## src/rtl/vol_btn_pkg.sv

```systemverilog
// rtl/vol_btn_pkg.sv - shared state encoding and timing constants for the volume button front end
package vol_btn_pkg;

  typedef enum logic [2:0] {
    IDLE        = 3'd0,
    UP_DELAY    = 3'd1,
    UP_REPEAT   = 3'd2,
    DOWN_DELAY  = 3'd3,
    DOWN_REPEAT = 3'd4,
    LOCK        = 3'd5
  } vol_state_t;

  // 50 MHz board timing: 10 ms debounce, 500 ms first repeat, 100 ms repeat rate
  localparam int DEF_DEBOUNCE = 500000;
  localparam int DEF_DELAY    = 25000000;
  localparam int DEF_PERIOD   = 5000000;

  localparam int SIM_DEBOUNCE = 4;
  localparam int SIM_DELAY    = 20;
  localparam int SIM_PERIOD   = 8;

endpackage

```

## src/rtl/button_debounce.sv

```systemverilog
// rtl/button_debounce.sv - two-flop synchroniser plus debounce counter for one active-low key
module button_debounce
  import vol_btn_pkg::*;
#(
  parameter int DEBOUNCE_CYCLES = DEF_DEBOUNCE
) (
  input  logic Clk,
  input  logic Reset,
  input  logic key_n,
  output logic pressed
);

  localparam int CW = $clog2(DEBOUNCE_CYCLES + 1);
  localparam logic [CW-1:0] CNT_TERM = CW'(DEBOUNCE_CYCLES - 1);

  logic [1:0]    sync_q, sync_d;
  logic          level_q, level_d;
  logic [CW-1:0] cnt_q, cnt_d;

  always_ff @(posedge Clk or negedge Reset) begin
    if (!Reset) begin
      sync_q  <= 2'b11;
      level_q <= 1'b1;
      cnt_q   <= '0;
    end else begin
      sync_q  <= sync_d;
      level_q <= level_d;
      cnt_q   <= cnt_d;
    end
  end

  // Level flips on the DEBOUNCE_CYCLES-th consecutive mismatching cycle
  always_comb begin
    sync_d  = {sync_q[0], key_n};
    level_d = level_q;
    cnt_d   = '0;
    if (sync_q[1] != level_q) begin
      if (cnt_q == CNT_TERM) begin
        level_d = sync_q[1];
      end else begin
        cnt_d = cnt_q + 1'b1;
      end
    end
  end

  assign pressed = ~level_q;

endmodule

```

## src/rtl/volume_button_ctrl.sv

```systemverilog
// rtl/volume_button_ctrl.sv - debounced volume keys to single-cycle Vol_up/Vol_down pulses with hold-to-repeat
module volume_button_ctrl
  import vol_btn_pkg::*;
#(
  parameter int DEBOUNCE_CYCLES = DEF_DEBOUNCE,
  parameter int REPEAT_DELAY    = DEF_DELAY,
  parameter int REPEAT_PERIOD   = DEF_PERIOD
) (
  input  logic Clk,
  input  logic Reset,
  input  logic Key_up_n,
  input  logic Key_down_n,
  output logic Vol_up,
  output logic Vol_down
);

  localparam int RMAX = (REPEAT_DELAY > REPEAT_PERIOD) ? REPEAT_DELAY : REPEAT_PERIOD;
  localparam int RW   = $clog2(RMAX + 1);
  localparam logic [RW-1:0] DELAY_TERM  = RW'(REPEAT_DELAY - 1);
  localparam logic [RW-1:0] PERIOD_TERM = RW'(REPEAT_PERIOD - 1);

  logic       up_pressed, down_pressed;
  vol_state_t state_q, state_d;
  logic [RW-1:0] rcnt_q, rcnt_d;
  logic       vol_up_q, vol_up_d;
  logic       vol_down_q, vol_down_d;

  button_debounce #(.DEBOUNCE_CYCLES(DEBOUNCE_CYCLES)) u_up_db (
    .Clk     (Clk),
    .Reset   (Reset),
    .key_n   (Key_up_n),
    .pressed (up_pressed)
  );

  button_debounce #(.DEBOUNCE_CYCLES(DEBOUNCE_CYCLES)) u_down_db (
    .Clk     (Clk),
    .Reset   (Reset),
    .key_n   (Key_down_n),
    .pressed (down_pressed)
  );

  always_ff @(posedge Clk or negedge Reset) begin
    if (!Reset) begin
      state_q    <= IDLE;
      rcnt_q     <= '0;
      vol_up_q   <= 1'b0;
      vol_down_q <= 1'b0;
    end else begin
      state_q    <= state_d;
      rcnt_q     <= rcnt_d;
      vol_up_q   <= vol_up_d;
      vol_down_q <= vol_down_d;
    end
  end

  // Release of the own key wins over the other key being pressed in the same cycle
  always_comb begin
    state_d    = state_q;
    rcnt_d     = rcnt_q;
    vol_up_d   = 1'b0;
    vol_down_d = 1'b0;
    unique case (state_q)
      IDLE: begin
        rcnt_d = '0;
        if (up_pressed && down_pressed) begin
          state_d = LOCK;
        end else if (up_pressed) begin
          state_d  = UP_DELAY;
          vol_up_d = 1'b1;
        end else if (down_pressed) begin
          state_d    = DOWN_DELAY;
          vol_down_d = 1'b1;
        end
      end
      UP_DELAY, UP_REPEAT: begin
        if (!up_pressed) begin
          state_d = IDLE;
          rcnt_d  = '0;
        end else if (down_pressed) begin
          state_d = LOCK;
          rcnt_d  = '0;
        end else if (rcnt_q == ((state_q == UP_DELAY) ? DELAY_TERM : PERIOD_TERM)) begin
          state_d  = UP_REPEAT;
          rcnt_d   = '0;
          vol_up_d = 1'b1;
        end else begin
          rcnt_d = rcnt_q + 1'b1;
        end
      end
      DOWN_DELAY, DOWN_REPEAT: begin
        if (!down_pressed) begin
          state_d = IDLE;
          rcnt_d  = '0;
        end else if (up_pressed) begin
          state_d = LOCK;
          rcnt_d  = '0;
        end else if (rcnt_q == ((state_q == DOWN_DELAY) ? DELAY_TERM : PERIOD_TERM)) begin
          state_d    = DOWN_REPEAT;
          rcnt_d     = '0;
          vol_down_d = 1'b1;
        end else begin
          rcnt_d = rcnt_q + 1'b1;
        end
      end
      LOCK: begin
        rcnt_d = '0;
        if (!up_pressed && !down_pressed) begin
          state_d = IDLE;
        end
      end
      default: begin
        state_d = IDLE;
        rcnt_d  = '0;
      end
    endcase
  end

  assign Vol_up   = vol_up_q;
  assign Vol_down = vol_down_q;

endmodule

```

## config.mk

```make
export PLATFORM = sky130hd
export DESIGN_NAME = volume_button_ctrl
export DESIGN_NICKNAME = d
export VERILOG_FILES = /design/src/rtl/vol_btn_pkg.sv /design/src/rtl/button_debounce.sv /design/src/rtl/volume_button_ctrl.sv
export SDC_FILE = /design/constraint.sdc
export NUM_CORES = 1
export LEC_CHECK = 0
export ABC_CLOCK_PERIOD_IN_PS = 6000
export CAP_MARGIN = 30
export CORE_MARGIN = 5
export CORE_UTILIZATION = 25
export DETAILED_ROUTE_END_ITERATION = 12
export SYNTH_ARGS = -nofsm -noshare
export SYNTH_HDL_FRONTEND = slang
export SYNTH_SLANG_ARGS = --single-unit
```

## constraint.sdc

```tcl
create_clock -name Clk -period 6 [get_ports Clk]
set_input_delay 1.2 -clock Clk [delete_from_list [all_inputs] [get_ports Clk]]
set_output_delay 1.2 -clock Clk [all_outputs]
set_load 0.03 [all_outputs]
```

==> results of run 1 <==
==> logic make-up after synthesis <==
family                   after synthesis  synth area share (%)
flip-flops                            74                 50.02
AO/OA/AOI/OAI                         13                 2.928
buffers and inverters                 24                 2.928
adder cells (fa/ha/maj)                5                 1.548
multiplexers                           2                0.6058
XOR/XNOR                              61                 14.37
AND/OR/NAND/NOR                      191                 27.60
==> through the flow <==
step / utilization [%] / power (µW) / instances
after floorplan: - / 526.2 / 370
after global placement: 27.05 / 539.7 / 547
after detailed placement: 27.05 / 540.3 / 547
after CTS: 29.31 / 1134 / 563
after global routing: 29.50 / 1164 / 564
final: 29.50 / 1112 / 564
==> flip-flops by register name (all words and copies together) (netlist names) <==
| name | flops |
|---|---|
| u_down_db.sync_q | 2 |
| u_up_db.level_q | 1 |
| Vol_down | 1 |
| Vol_up | 1 |
| u_down_db.cnt_q | 19 |
| u_up_db.sync_q | 2 |
| state_q | 3 |
| u_down_db.level_q | 1 |
| u_up_db.cnt_q | 19 |
| rcnt_q | 25 |
==> metal layers <==
layer / track usage (%) / vias up
li1: - / 1265
met1: 10.09 / 1234
met2: 12.77 / 19
met3: 2.786 / 9
met4: 3.086 / 0
met5: 0 / -
==> cell type report <==
type / instances / area (µm²) / area share, %
Clock buffer: 11 / 242.7 / 5.661
Multi-Input combinational cell: 272 / 1749 / 40.79
Tap cell: 184 / 230.2 / 5.369
Timing Repair Buffer: 6 / 75.07 / 1.751
Clock inverter: 5 / 86.33 / 2.013
Inverter: 12 / 45.04 / 1.050
Sequential cell: 74 / 1859 / 43.36
==> power groups by stage <==
| stage | logic, µW | clock network, µW | registers [µW] |
|---|---|---|---|
| after floorplan | 9.47 | 0 | 517 |
| after global placement | 22.3 | 0 | 517 |
| after detailed placement | 22.6 | 0 | 518 |
| after CTS | 22.7 | 602 | 509 |
| after global routing | 28.5 | 627 | 509 |
| final | 23.6 | 579 | 509 |
==> cells in the mapped netlist (3+ instances only) <==
cell and instances:
and3_1 12, ha_1 3, nand2b_1 6, nand3b_1 3
and4_1 10, nand2_1 13, nor2_1 69, nor3_1 15
nand4_1 12, dfrtp_1 68, nor2_2 9, xnor2_1 38
dfstp_2 6, or2_2 3, nand3_1 19, inv_1 12
clkbuf_1 10, nor4_1 4, xor2_1 23
==> worst min-delay path by stage <==
stage,slack [ns],start,end,depth (start not counted)
final,0.36,u_down_db.sync_q[0]$_DFF_PN1_,u_down_db.sync_q[1]$_DFF_PN1_,0
after global routing,0.37,u_up_db.sync_q[0]$_DFF_PN1_,u_up_db.sync_q[1]$_DFF_PN1_,0
after CTS,0.36,u_down_db.sync_q[0]$_DFF_PN1_,u_down_db.sync_q[1]$_DFF_PN1_,0
after detailed placement,0.35,u_down_db.sync_q[0]$_DFF_PN1_,u_down_db.sync_q[1]$_DFF_PN1_,0
after global placement,0.35,u_down_db.sync_q[0]$_DFF_PN1_,u_down_db.sync_q[1]$_DFF_PN1_,0
after floorplan,0.35,u_down_db.sync_q[0]$_DFF_PN1_,u_down_db.sync_q[1]$_DFF_PN1_,0
==> impl_metrics.py, run 1 <==
metrics = {
    "detailed_routing": {
        "drt_iter0_markers": 138,
        "dr.max_layer_used": "met4",
        "wl_met3_um": 209,
        "drtPass1Iterations": 4,
        "wl_met1_mm": 3.154,
        "met2_length_mm": 3.093,
        "wl_mm": 6.547,
        "via_per_inst": 4.480,
        "drc": 0,
        "routed-via-count": 2527,
        "drtAntennaViolNets": 0,
        "wire_per_inst_um": 11.61,
    },
    "synth": {
        "synthesis.nets": 377,
        "synth_top_flop_cell": "dfrtp_1",
        "ys_seq_elements": 74,
        "avgSynthCellArea_um2": 10.05,
        "seq_area_frac_synth_pct": 50.02,
        "synthCells": 370,
        "ys_warn_count": 0,
        "synth_top_area_share_pct": 45.78,
        "netlist_area_um2": 3717,
        "synthTopCellsByArea": "dfrtp_1 (46%), xnor2_1 (9.0%), nor2_1 (7.0%)",
        "synth_edf_count": 0,
        "synth_async_sr_flop_share_pct": 100.0,
        "synth_cell_types": 44,
        "synth_area_leader_cell": "dfrtp_1",
    },
    "clock_network": {
        "hold_buffers": 0,
        "clock_latency_ns": 0.33,
        "cts.path.max_buffers": 2,
        "path_clk_slew_ns": 0.05,
        "postCtsSetupRepairBufs": 0,
        "post_cts_resized": 0,
        "cts_root_buf": "clkbuf_16",
        "cts_tree": "yes",
        "clock_sinks": 74,
        "htree_levels": 3,
        "cts_made_buffers": 9,
    },
    "timing": {
        "setup_viol": 0,
        "worstMarginPinSlew_ns": 0.8150,
        "period_minus_slack_ns": 2.525,
        "holdWs_ns": 0.3582,
        "setup_slack_ns": 3.475,
        "max_clock_freq_mhz": 396.0,
        "hold_viol": 0,
        "rsz0062_at_grt": "false",
        "min_period_over_period_pct": 42.09,
        "slew_headroom_pct": 45.66,
        "fin_tns_setup_ns": 0,
        "slew_viol_final": 0,
        "skew_ns": 0.006369,
    },
    "worst_setup_path": {
        "crit_family": "buffers and inverters",
        "cp.depth": 1,
        "arrival_ns": 1.33,
        "slowest_delay_ns": 0.67,
        "r2r_end": "state_q[0]$_DFFE_PN0P_",
        "crit_path_end_kind": "primary output",
        "required_ns": 4.80,
        "crit_chain": "clkdlybuf4s50_1",
        "r2r_cells": 5,
        "cp_max_fo": 1,
        "slowest_stage": "clkdlybuf4s50_1",
        "cp-startpoint": "Vol_down$_DFF_PN0_",
        "r2r_slack_ns": 3.52,
        "worst-path-buf-inv": 1,
        "critPathCapture": "Vol_down",
        "r2r_start": "rcnt_q[6]$_DFF_PN0_",
        "startpoint_type": "register",
        "critical_path_class": "register to primary output",
    },
    "grt": {
        "grt_first_pass_wirelength_mm": 11.77,
        "grt_pass1_vias": 2551,
        "antenna_found_initial": 0,
        "grtUsageTotal_pct": 8.049,
        "grt_overflow": 0,
        "grt_max_degree": 75,
    },
    "power": {
        "power_frac_seq_pct": 45.8,
        "swShare_pct": 19.89,
        "pwr-share-clk_pct": 52.1,
        "p_switching_uw": 221.2,
        "ir_drop_mv": 0.1329,
        "combPwrFrac_pct": 2.1,
        "power.density_nw_per_um2": 259.3,
        "static-leakage-power_uw": 0.001664,
        "p_int_uw": 890.5,
    },
    "layout": {
        "final_common_cell": "nor2_1",
        "fill_cells": 1562,
        "syn2layout_area_growth_pct": 15.35,
        "fin_area_um2": 4288,
        "antenna_cells": 0,
        "nets": 382,
        "mostFrequentLayoutCells": "nor2_1 (69), dfrtp_1 (68), xnor2_1 (38)",
        "drive_gt1_share_pct": 10.79,
    },
    "place": {
        "dp_hpwl_mm": 4.443,
        "gp_congestion": 0.7651,
        "placed_area_um2": 3931,
        "pre_cts_ws_ns": 3.515,
        "numPortBuffers": 5,
    },
    "die": {
        "rows": 44,
        "core-area_um2": 14530,
        "die_y_um": 131.9,
        "initial_core_util_pct": 25.58,
        "die_w_um": 131.9,
        "pin_count": 6,
        "dieArea_um2": 17410,
    },
    "min_path": {
        "min_path_type": "register to register",
    },
    "run_status": {
        "status": "completed",
    },
    "job": {
        "cap_violations": 0,
    },
}
Note: power is estimated with default switching activity, not from simulation.
==> inputs of run 2 (changes only) <==
ABC_CLOCK_PERIOD_IN_PS = 2240   (was 6000)
clock period = 2.24 ns   (was 6 ns; I/O delays follow)
==> impl_metrics.py, run 2 (synthesis gave the netlist of run 1 again) <==
metrics = {
    "layout": {
        "fill_cells": 1529,
        "top_regs": "rcnt_q: 25 flops, u_down_db.cnt_q: 19 flops, u_up_db.cnt_q: 19 flops",
        "nets": 384,
        "largest_reg_flops": 25,
        "syn2layout_area_growth_pct": 15.35,
        "mostFrequentLayoutCells": "nor2_1 (69), dfrtp_1 (68), xnor2_1 (38)",
        "drive_gt1_share_pct": 11.02,
        "largest-register": "rcnt_q",
        "final_common_cell": "nor2_1",
        "finalNonFillerCells": 565,
        "antenna_cells": 0,
    },
    "timing": {
        "skew_ns": 0.004002,
        "rsz0062_at_grt": "false",
        "period_minus_slack_ns": 2.069,
        "max_clock_freq_mhz": 483.3,
        "min_period_over_period_pct": 92.36,
        "slew_viol_final": 0,
        "hold_viol": 0,
        "worstMarginPinSlew_ns": 0.5375,
        "setup_viol": 0,
        "slew_headroom_pct": 64.16,
        "fin_tns_setup_ns": 0,
    },
    "min_path": {
        "min_path_type": "input pin to async pin",
    },
    "clock_network": {
        "clock_latency_ns": 0.33,
        "htree_levels": 3,
        "clock_sinks": 74,
        "cts_made_buffers": 9,
        "path_clk_slew_ns": 0.05,
        "cts_tree": "yes",
        "cts_root_buf": "clkbuf_16",
        "postCtsSetupRepairBufs": 0,
        "post_cts_resized": 0,
        "cts.path.max_buffers": 2,
        "hold_buffers": 0,
    },
    "power": {
        "p_int_uw": 2338,
        "power.density_nw_per_um2": 679.7,
        "combPwrFrac_pct": 2.2,
        "pwr-share-clk_pct": 51.0,
        "static-leakage-power_uw": 0.001662,
        "power_frac_seq_pct": 46.8,
        "ir_drop_mv": 0.3573,
        "p_switching_uw": 576.9,
        "swShare_pct": 19.79,
    },
    "run_status": {
        "status": "completed",
    },
    "grt": {
        "grt_max_degree": 42,
        "grt_pass1_vias": 2566,
        "grt_first_pass_wirelength_mm": 12.17,
        "grt_overflow": 0,
        "grtUsageTotal_pct": 8.375,
        "antenna_found_initial": 0,
    },
    "die": {
        "die_w_um": 131.9,
        "rows": 44,
        "core-area_um2": 14530,
        "die_y_um": 131.9,
        "pin_count": 6,
        "dieArea_um2": 17410,
        "initial_core_util_pct": 25.58,
    },
    "worst_setup_path": {
        "arrival_ns": 2.28,
        "cp_max_fo": 25,
        "required_ns": 2.45,
        "startpoint_type": "register",
        "cp-startpoint": "rcnt_q[6]$_DFF_PN0_",
        "critical_path_class": "register to register",
        "crit_path_end_kind": "register",
        "r2r_start": "rcnt_q[6]$_DFF_PN0_",
    },
    "place": {
        "gp_congestion": 0.7752,
        "dp_hpwl_mm": 4.491,
        "numPortBuffers": 5,
        "dp.cells": 550,
    },
    "detailed_routing": {
        "wire_per_inst_um": 11.80,
        "wl_mm": 6.668,
        "drtAntennaViolNets": 0,
        "drc": 0,
        "via_per_inst": 4.543,
        "drt_iter0_markers": 128,
        "routed-via-count": 2567,
        "drtPass1Iterations": 4,
    },
    "job": {
        "cap_violations": 0,
    },
}
==> run 2: cell count changes in the layout (fill, tap and decap cells not counted), sizes merged <==
cell	delta
inv	-1
clkbuf	-1
clkinvlp	+2
clkinv	-1
buf	+2
==> run 2: power groups by stage <==
| stage | registers, µW | clock network, µW | logic (µW) |
|---|---|---|---|
| floorplan | 1380 | 0 | 25.4 |
| global placement | 1390 | 0 | 64.7 |
| detailed placement | 1390 | 0 | 67.0 |
| CTS | 1360 | 1550 | 67.4 |
| global route | 1360 | 1600 | 77.3 |
| finish | 1360 | 1490 | 63.4 |
==> run 2: area by class of cell <==
class                           count  area, µm²  area share [%]
Clock inverter                      5      80.08           1.868
Timing Repair Buffer                8      95.09           2.218
Sequential cell                    74       1859           43.36
Clock buffer                       10      229.0           5.340
Inverter                           12      45.04           1.050
Multi-Input combinational cell    272       1749           40.79
Tap cell                          184      230.2           5.369
==> run 2: per-stage QoR <==
| stage | worst slack (ns) | hold slack [ns] | instance area [µm²] | utilization (%) | power (µW) |
|---|---|---|---|---|---|
| after floorplan | 0.2675 | 0.1524 | 3717 | - | 1409 |
| after global placement | 0.2001 | 0.3463 | 3979 | 27.38 | 1450 |
| after detailed placement | 0.1816 | 0.3468 | 3979 | 27.38 | 1453 |
| after CTS | 0.1548 | 0.1133 | 4288 | 29.50 | 2977 |
| after global routing | 0.006543 | 0.1500 | 4288 | 29.50 | 3041 |
| final | 0.1711 | 0.1084 | 4288 | 29.50 | 2914 |
==> run 2: worst paths after layout <==
kind                                            endpoint  slack [ns]  depth (start not counted)
min reg2reg                u_down_db.sync_q[1]$_DFF_PN1_        0.35                          0
max in group asynchronous  u_down_db.level_q$_DFFE_PN1P_        1.50                          2
max reg2reg                         rcnt_q[15]$_DFF_PN0_        0.17                          6
min in group Clk           u_down_db.sync_q[1]$_DFF_PN1_        0.35                          0
max                                 rcnt_q[15]$_DFF_PN0_        0.17                          6
min                                  rcnt_q[3]$_DFF_PN0_        0.11                          1
==> run 2: worst max-delay path: stages, from the launching register on <==
cell     delay [ns]
dfrtp_1        0.40
or4b_4         0.55
nor4_4         0.31
o21ai_2        0.16
a22oi_4        0.25
buf_12         0.20
nor2_1         0.07
==> run 2: layer usage <==
metal / global-route usage, % / vias up / wire, µm / part of all wire [%]
met3: 3.092 / 7 / 232 / 3.5
li1: - / 1271 / - / -
met4: 2.743 / 0 / 99 / 1.5
met1: 11.06 / 1267 / 3237 / 49
met5: 0 / - / 0 / 0
met2: 12.72 / 22 / 3098 / 46
==> inputs of run 3 (changes only) <==
GPL_TIMING_DRIVEN = 0   (was default)
==> impl_metrics.py, run 3 (synthesis gave the netlist of run 1 again) <==
metrics = {
    "detailed_routing": {
        "drtAntennaViolNets": 0,
        "routed-via-count": 2559,
        "via_per_inst": 4.435,
        "drtPass1Iterations": 4,
        "wire_per_inst_um": 11.55,
        "wl_mm": 6.666,
        "drc": 0,
        "drt_iter0_markers": 136,
    },
    "power": {
        "swShare_pct": 20.79,
        "combPwrFrac_pct": 2.4,
        "p_int_uw": 2273,
        "power.density_nw_per_um2": 658.5,
        "pwr-share-clk_pct": 50.1,
        "p_switching_uw": 596.7,
        "power_uw": 2870,
        "static-leakage-power_uw": 0.001694,
        "ir_drop_mv": 0.4228,
        "power_frac_seq_pct": 47.5,
    },
    "layout": {
        "multiInputGateArea_um2": 1758,
        "final_common_cell": "nor2_1",
        "fin_area_um2": 4358,
        "largest_reg_flops": 25,
        "antenna_cells": 0,
        "syn2layout_area_growth_pct": 17.23,
        "regArea_um2": 1859,
        "top_regs": "rcnt_q: 25 flops, u_down_db.cnt_q: 19 flops, u_up_db.cnt_q: 19 flops",
        "largest-register": "rcnt_q",
        "nets": 395,
        "mostFrequentLayoutCells": "nor2_1 (69), dfrtp_1 (68), xnor2_1 (38)",
        "drive_gt1_share_pct": 12.47,
        "fill_cells": 1523,
    },
    "clock_network": {
        "cts_root_buf": "clkbuf_16",
        "clock_latency_ns": 0.33,
        "cts.path.max_buffers": 2,
        "htree_levels": 3,
        "path_clk_slew_ns": 0.06,
        "cts_made_buffers": 9,
        "cts_tree": "yes",
        "clock_sinks": 74,
    },
    "place": {
        "gp_congestion": 0.7851,
        "numPortBuffers": 5,
        "placed_area_um2": 4023,
        "dp_hpwl_mm": 4.629,
    },
    "worst_setup_path": {
        "slowest_delay_ns": 0.57,
        "critical_path_class": "register to register",
        "crit_chain": "or4_1 > nor3_1 > o21ai_2 > maj3_1 > nor2_1",
        "crit_path_end_kind": "register",
        "slowest_stage": "or4_1",
        "required_ns": 2.47,
        "cp_max_fo": 6,
        "startpoint_type": "register",
        "arrival_ns": 2.31,
    },
    "grt": {
        "antenna_found_initial": 0,
        "grt_pass1_vias": 2596,
        "grt_first_pass_wirelength_mm": 12.00,
        "grt_overflow": 0,
        "grt_max_degree": 70,
        "grtUsageTotal_pct": 8.129,
    },
    "die": {
        "die_y_um": 131.9,
        "core-area_um2": 14530,
        "rows": 44,
        "pin_count": 6,
        "initial_core_util_pct": 25.58,
        "dieArea_um2": 17410,
        "die_w_um": 131.9,
    },
    "timing": {
        "rsz0062_at_grt": "false",
        "hold_viol": 0,
        "setup_viol": 0,
        "period_minus_slack_ns": 2.088,
        "max_clock_freq_mhz": 479.0,
        "worstMarginPinSlew_ns": 0.4344,
        "slew_headroom_pct": 71.04,
        "skew_ns": 0.007600,
        "holdWs_ns": 0.3579,
        "slew_viol_final": 0,
        "min_period_over_period_pct": 93.20,
    },
    "min_path": {
        "min_path_type": "register to register",
    },
    "job": {
        "cap_violations": 0,
    },
    "run_status": {
        "status": "completed",
    },
}
-- run 3: cell types whose count changed in the layout (fill, tap and decap cells not counted), moves of 2 or more --
cell and delta:
clkinv_4 +3, clkbuf_2 +2, buf_12 -2, clkbuf_1 +6
-- run 3: worst max-delay path: cells and delay by family, from the launching register on --
kind / cells / cell delay (ns)
compound gates: 1 / 0.13
fa+ha+maj: 1 / 0.36
flops: 1 / 0.45
simple gates: 3 / 1.04
-- run 3: final timing paths --
check,from,endpoint,slack (ns),cells past startpoint
max in group asynchronous,Reset,u_up_db.level_q$_DFFE_PN1P_,1.18,3
min in group asynchronous,Reset,rcnt_q[6]$_DFF_PN0_,0.46,2
worst max-delay path,rcnt_q[20]$_DFF_PN0_,Vol_up$_DFF_PN0_,0.15,5
worst min register to register,u_down_db.sync_q[0]$_DFF_PN1_,u_down_db.sync_q[1]$_DFF_PN1_,0.36,0
worst max register to register,rcnt_q[20]$_DFF_PN0_,Vol_up$_DFF_PN0_,0.15,5
worst min-delay path,u_down_db.sync_q[0]$_DFF_PN1_,u_down_db.sync_q[1]$_DFF_PN1_,0.36,0
-- run 3: layout make-up --
type,count,area share (%)
plain buffers,10,1.349
flip-flops and latches,74,42.66
repair buffers,9,2.297
well taps,184,5.283
inverters,12,1.034
clock buffers,11,5.570
clock inverters,5,1.464
multi-input cells,272,40.34
-- run 3: metrics by stage --
| step | cells | utilization, % | TNS (ns) | setup slack (ns) |
|---|---|---|---|---|
| after floorplan | 370 | - | 0 | 0.2675 |
| after global placement | 559 | 27.51 | -130.42 | -1.839 |
| after detailed placement | 560 | 27.68 | -0.3075 | -0.04374 |
| after CTS | 577 | 29.87 | 0 | 0.0007012 |
| after global routing | 577 | 29.98 | 0 | 0.02722 |
| final | 577 | 29.98 | 0 | 0.1524 |
-- run 3: per-layer routing --
layer	wire, µm	global-route usage [%]
met1	3326	10.83
met4	28	2.457
met2	3056	12.69
met5	0	0
met3	255	2.519
-- run 3: power by group through the flow --
stage                     combinational [µW]  sequential, µW  clock [µW]
after floorplan                         25.4            1380           0
after global placement                  63.9            1390           0
after detailed placement                70.3            1390           0
after CTS                               72.5            1360        1490
after global routing                    80.1            1360        1550
final                                   68.1            1360        1440
-- run 3: repair_timing --
action                                 in CTS  in global routing
endpoints found under the hold margin       5                  0
hold buffers                                1                  0
pin swaps                                   1                  2
setup buffers                               0                  2
gates resized for setup                     2                  2
setup endpoints to repair                  37                 34
